File: src/rtl/register_file_32x32_if.sv
// Register file access bus: read/write strobes, addresses and data.
// master drives requests, slave (the register file) returns read data.
interface register_file_32x32_if #(
  parameter int DATA_WIDTH = 32,
  parameter int ADDR_WIDTH = 5
);

  logic                  READ;
  logic                  WRITE;
  logic [ADDR_WIDTH-1:0] ADDR_R1;
  logic [ADDR_WIDTH-1:0] ADDR_R2;
  logic [ADDR_WIDTH-1:0] ADDR_W;
  logic [DATA_WIDTH-1:0] DATA_W;
  logic [DATA_WIDTH-1:0] DATA_R1;
  logic [DATA_WIDTH-1:0] DATA_R2;

  modport master (
    output READ,
    output WRITE,
    output ADDR_R1,
    output ADDR_R2,
    output ADDR_W,
    output DATA_W,
    input  DATA_R1,
    input  DATA_R2
  );

  modport slave (
    input  READ,
    input  WRITE,
    input  ADDR_R1,
    input  ADDR_R2,
    input  ADDR_W,
    input  DATA_W,
    output DATA_R1,
    output DATA_R2
  );

endinterface

File: src/rtl/register_file_32x32.sv
// 32x32 register file: two registered read ports, one write port, r0 = 0.
// Define REGFILE_WRITE_BYPASS_EN for write-through on read/write collisions.
module register_file_32x32 #(
  parameter int                    DATA_WIDTH = 32,
  parameter int                    ADDR_WIDTH = 5,
  parameter int                    SP_INDEX   = 29,
  parameter logic [DATA_WIDTH-1:0] SP_RESET   = 32'h03FF_FFFF
) (
  input logic                   CLK,
  input logic                   RESET,
  register_file_32x32_if.slave  bus
);

  localparam int NUM_REGS = 2 ** ADDR_WIDTH;

  logic [NUM_REGS-1:0]   dec_w;
  logic [NUM_REGS-1:0]   load;
  logic [DATA_WIDTH-1:0] regs_q [NUM_REGS];
  logic [DATA_WIDTH-1:0] regs_d [NUM_REGS];
  logic [DATA_WIDTH-1:0] rd1_d;
  logic [DATA_WIDTH-1:0] rd2_d;
  logic [DATA_WIDTH-1:0] data_r1_q;
  logic [DATA_WIDTH-1:0] data_r2_q;

  // One-hot write address decoder
  always_comb begin
    dec_w = '0;
    dec_w[bus.ADDR_W] = 1'b1;
  end

  // Per-register load strobe; r0 never loads
  assign load = dec_w
              & {NUM_REGS{bus.WRITE}}
              & {{(NUM_REGS-1){1'b1}}, 1'b0};

  // Loaded registers take write data, others recirculate
  always_comb begin
    for (int i = 0; i < NUM_REGS; i++) begin
      regs_d[i] = load[i] ? bus.DATA_W : regs_q[i];
    end
    regs_d[0] = '0;
  end

  // Register array; SP comes out of reset non-zero
  always_ff @(posedge CLK or negedge RESET) begin
    if (!RESET) begin
      for (int i = 0; i < NUM_REGS; i++) begin
        regs_q[i] <= (i == SP_INDEX) ? SP_RESET : '0;
      end
    end else begin
      for (int i = 0; i < NUM_REGS; i++) begin
        regs_q[i] <= regs_d[i];
      end
    end
  end

  // 32:1 read select with optional same-edge write forwarding
  function automatic logic [DATA_WIDTH-1:0] rd_sel(
    input logic [ADDR_WIDTH-1:0] a
  );
    logic [DATA_WIDTH-1:0] v;
    v = (a == '0) ? '0 : regs_q[a];
`ifdef REGFILE_WRITE_BYPASS_EN
    if (bus.WRITE && (a != '0) && (a == bus.ADDR_W)) begin
      v = bus.DATA_W;
    end
`endif
    return v;
  endfunction

  // Port 1 read mux
  always_comb begin
    rd1_d = rd_sel(bus.ADDR_R1);
  end

  // Port 2 read mux
  always_comb begin
    rd2_d = rd_sel(bus.ADDR_R2);
  end

  // Output latches: capture on READ, hold otherwise
  always_ff @(posedge CLK or negedge RESET) begin
    if (!RESET) begin
      data_r1_q <= '0;
      data_r2_q <= '0;
    end else if (bus.READ) begin
      data_r1_q <= rd1_d;
      data_r2_q <= rd2_d;
    end
  end

  assign bus.DATA_R1 = data_r1_q;
  assign bus.DATA_R2 = data_r2_q;

endmodule

File: src/flat_wrapper.sv
// flat-port wrapper written by rule: the top's interface ports become plain ports
module register_file_32x32_flat 
#(
  parameter int                    DATA_WIDTH = 32,
  parameter int                    ADDR_WIDTH = 5,
  parameter int                    SP_INDEX   = 29,
  parameter logic [DATA_WIDTH-1:0] SP_RESET   = 32'h03FF_FFFF
)
  (CLK, RESET, bus_READ, bus_WRITE, bus_ADDR_R1, bus_ADDR_R2, bus_ADDR_W, bus_DATA_W, bus_DATA_R1, bus_DATA_R2);
  register_file_32x32_if #(.DATA_WIDTH(DATA_WIDTH), .ADDR_WIDTH(ADDR_WIDTH)) bus_i ();
  input logic CLK;
  input logic RESET;
  input wire logic [$bits(bus_i.READ)-1:0] bus_READ;
  input wire logic [$bits(bus_i.WRITE)-1:0] bus_WRITE;
  input wire logic [$bits(bus_i.ADDR_R1)-1:0] bus_ADDR_R1;
  input wire logic [$bits(bus_i.ADDR_R2)-1:0] bus_ADDR_R2;
  input wire logic [$bits(bus_i.ADDR_W)-1:0] bus_ADDR_W;
  input wire logic [$bits(bus_i.DATA_W)-1:0] bus_DATA_W;
  output wire logic [$bits(bus_i.DATA_R1)-1:0] bus_DATA_R1;
  output wire logic [$bits(bus_i.DATA_R2)-1:0] bus_DATA_R2;
  assign bus_i.READ = bus_READ;
  assign bus_i.WRITE = bus_WRITE;
  assign bus_i.ADDR_R1 = bus_ADDR_R1;
  assign bus_i.ADDR_R2 = bus_ADDR_R2;
  assign bus_i.ADDR_W = bus_ADDR_W;
  assign bus_i.DATA_W = bus_DATA_W;
  assign bus_DATA_R1 = bus_i.DATA_R1;
  assign bus_DATA_R2 = bus_i.DATA_R2;
  register_file_32x32 #(.DATA_WIDTH(DATA_WIDTH), .ADDR_WIDTH(ADDR_WIDTH), .SP_INDEX(SP_INDEX), .SP_RESET(SP_RESET)) u_core (.CLK(CLK), .RESET(RESET), .bus(bus_i));
endmodule
File: config.mk
export PLATFORM = sky130hd
export DESIGN_NAME = register_file_32x32_flat
export DESIGN_NICKNAME = d
export VERILOG_FILES = /design/src/rtl/register_file_32x32_if.sv /design/src/rtl/register_file_32x32.sv /design/src/flat_wrapper.sv
export SDC_FILE = /design/constraint.sdc
export NUM_CORES = 2
export LEC_CHECK = 0
export CAP_MARGIN = 25
export CORE_MARGIN = 2
export CORE_UTILIZATION = 40
export DETAILED_ROUTE_END_ITERATION = 16
export SYNTH_ARGS = -nofsm -noshare
export SYNTH_HDL_FRONTEND = slang
export SYNTH_SLANG_ARGS = --single-unit
File: constraint.sdc
create_clock -name CLK -period 5.55 [get_ports CLK]
set_clock_uncertainty 0.15 [all_clocks]
set_input_delay 1.11 -clock CLK [delete_from_list [all_inputs] [get_ports CLK]]
set_output_delay 1.11 -clock CLK [all_outputs]
set_load 0.05 [all_outputs]
==> results.tsv <==
metric	value	unit
status	finished, final reports clean	
tightest_slew	1.184	ns
yosysWarnings	0	
reg2reg_slack	3.26	ns
relSlewSlack	21.04	%
dr.pass1.iters	6	
drc	0	
cp_cell_sequence	clkdlybuf4s50_1	
ys_seq_area_share	48.25	%
area_growth	14.17	%
irDropWorstVdd	311.7	uV
fin_crit_sh	62.46	%
post_cts_resized	0	
cts_tree	done	
synthTopCellsByArea	dfrtp_1 (47%), mux2_2 (22%), mux4_2 (18%)	
grt_pass1_vias	35660	
syn-instance-count	3609	
synth_fp_nets	3660	
leakagePower	26.60	nW
synth_flop_cell	dfrtp_1	
layout_commonest_cell	mux2_2	
end_kind	output port	
die_area	140100	sq um
crit_path_start_kind	flop	
overflow	0	
die_h	374.2	microns
grt_util_met3	4.979	%
async_flop_share	100.0	%
drtAntennaViolNets	0	
fmax	288.5	MHz
maxCapViolations	0	
use_met2	38.12	%
avgSynthCellArea	15.19	sq um
cts_htree_levels	3	
crit_path_max_fanout	2	
portBuffers	114	
final_net_count	3667	
cts-root-buf	clkbuf_16	
critPathKind	flop to output port	
cts_sinks	1056	
final_util	46.10	%
hp-class	input pin to async pin	
final_max_slew_viol_count	0	
crit_family	buffers and inverters	
synth-seq-cells	1056	
grt.busiest_layer	met2	
dr.first_iter.drc_count	3302	
clk_pin_slew	0.06	ns
routed_wl	178.0	mm
grt_util_all_layers	25.36	%
rsz0062_at_grt	no	
ios	115	
core-area	135800	sq um
final_cell_mix	mux2_2 (1,059), dfrtp_1 (1,030), mux4_2 (436), mux2i_1 (131), buf_4 (121)	
synth-edff-count	0	
clock_path_buffers	3	
yosys.area.top_type	dfrtp_1	
clock_latency	0.77	ns
cts-hold-fix-buffers	0	
powerDensity	370.9	nW/um^2
vias	35320	
crit_buf_inv	1	
wl_per_cell	32.36	microns
numCtsBuffers	116	
met1_usage	36.55	%
fin_crit	3.467	ns
post_cts_buffers	0	
finalHoldViolCount	0	
grt_pass1_wl	260.6	mm
arrival	2.21	ns
hold-worst-slack	0.2559	ns
placementRows	135	
start_util	40.38	%
layout-drive-gt1-share	52.40	%
required	4.29	ns
post_synth_num_cell_types	46	
antenna_found_initial	7	
power	0.02322	W
setup_viol	0	
place.gp.congestion	0.8140	
die_x	374.2	microns
viasPerCell	6.421	
synth_area	54830	sq um
grt_max_degree	133	
netlist.area_leader.share	47.01	%
critPathMaxStageDelay	0.95	ns
fin_setup_tns	0	ns
post-dp-hpwl	108.5	mm
cpMaxStageDelayCell	clkdlybuf4s50_1	
[synth_stat cells, drive strengths merged (19+ instances only)]
library cell / instances
a2111oi: 30
a211oi: 32
a221o: 31
a221oi: 97
a22oi: 19
buf: 172
clkbuf: 219
dfrtp: 1030
dfstp: 26
mux2: 1059
mux2i: 131
mux4: 436
nand2: 75
nor2: 51
nor2b: 27
nor3: 21
o21ai: 25
o22ai: 30
[final cells by class]
cell class | instances | area [sq um]
diodes | 4 | 10.01
inverters | 5 | 21.27
multi-input cells | 2157 | 26830
clock buffers | 170 | 3457
fillers | 12000 | 73200
repair buffers | 280 | 3045
clock inverters | 48 | 555.5
well taps | 1781 | 2228
flip-flops and latches | 1056 | 26460
[through the flow]
stage	area, sq um	worst slack (ns)	std cells
after floorplan	54830	2.400	3609
after global placement	58090	1.180	5258
after detailed placement	58350	1.404	5269
after CTS	62360	2.066	5487
after global routing	62600	2.086	5499
final	62610	2.083	5501
[sequential cells by signal (all words and copies together), names as in the netlist]
| name | count |
|---|---|
| u_core.regs_q | 992 |
| u_core.bus.DATA_R2 | 32 |
| u_core.bus.DATA_R1 | 32 |
[report_power, final]
group | switching, W | leakage (nW) | total, W | internal [W]
Combinational | 0.00199 | 11.2 | 0.00475 | 0.00275
Sequential | 0.00115 | 13.4 | 0.0104 | 0.00923
Clock | 0.00337 | 2.00 | 0.00810 | 0.00473
Total | 0.00651 | 26.6 | 0.0232 | 0.0167
[metal layers]
layer | up-vias | share of wire [%]
met3 | 335 | 7.4
li1 | 14130 | -
met4 | 4 | 3.7
met5 | - | 0.012
met1 | 19350 | 44
met2 | 1506 | 45
[path summary, 6_finish.rpt]
check                                                        start                                end  cells after the start
worst max-delay path            u_core.bus.DATA_R2[23]$_DFFE_PN0P_                    bus_DATA_R2[23]                      1
worst min-delay path                                         RESET     u_core.regs_q[103]$_DFFE_PN0P_                      1
worst max register to register      u_core.regs_q[768]$_DFFE_PN0P_  u_core.bus.DATA_R2[0]$_DFFE_PN0P_                      5
worst min register to register   u_core.bus.DATA_R1[9]$_DFFE_PN0P_  u_core.bus.DATA_R1[9]$_DFFE_PN0P_                      1
max in group asynchronous                                    RESET      u_core.regs_q[80]$_DFFE_PN1P_                      3
min in group CLK                 u_core.bus.DATA_R1[9]$_DFFE_PN0P_  u_core.bus.DATA_R1[9]$_DFFE_PN0P_                      1
[cell families (layout without fill, tap and decap cells)]
group                  Yosys count  after routing  synth area share [%]
and+or+nand+nor                220            220                 1.924
AOI/OAI and AO/OA              311            311                 4.571
DFF                           1056           1056                 48.25
muxes                         1626           1626                 42.05
buffers and inverters          396            503                 3.206
other                            0              4                     0
Power figures use the tool's default switching activity.
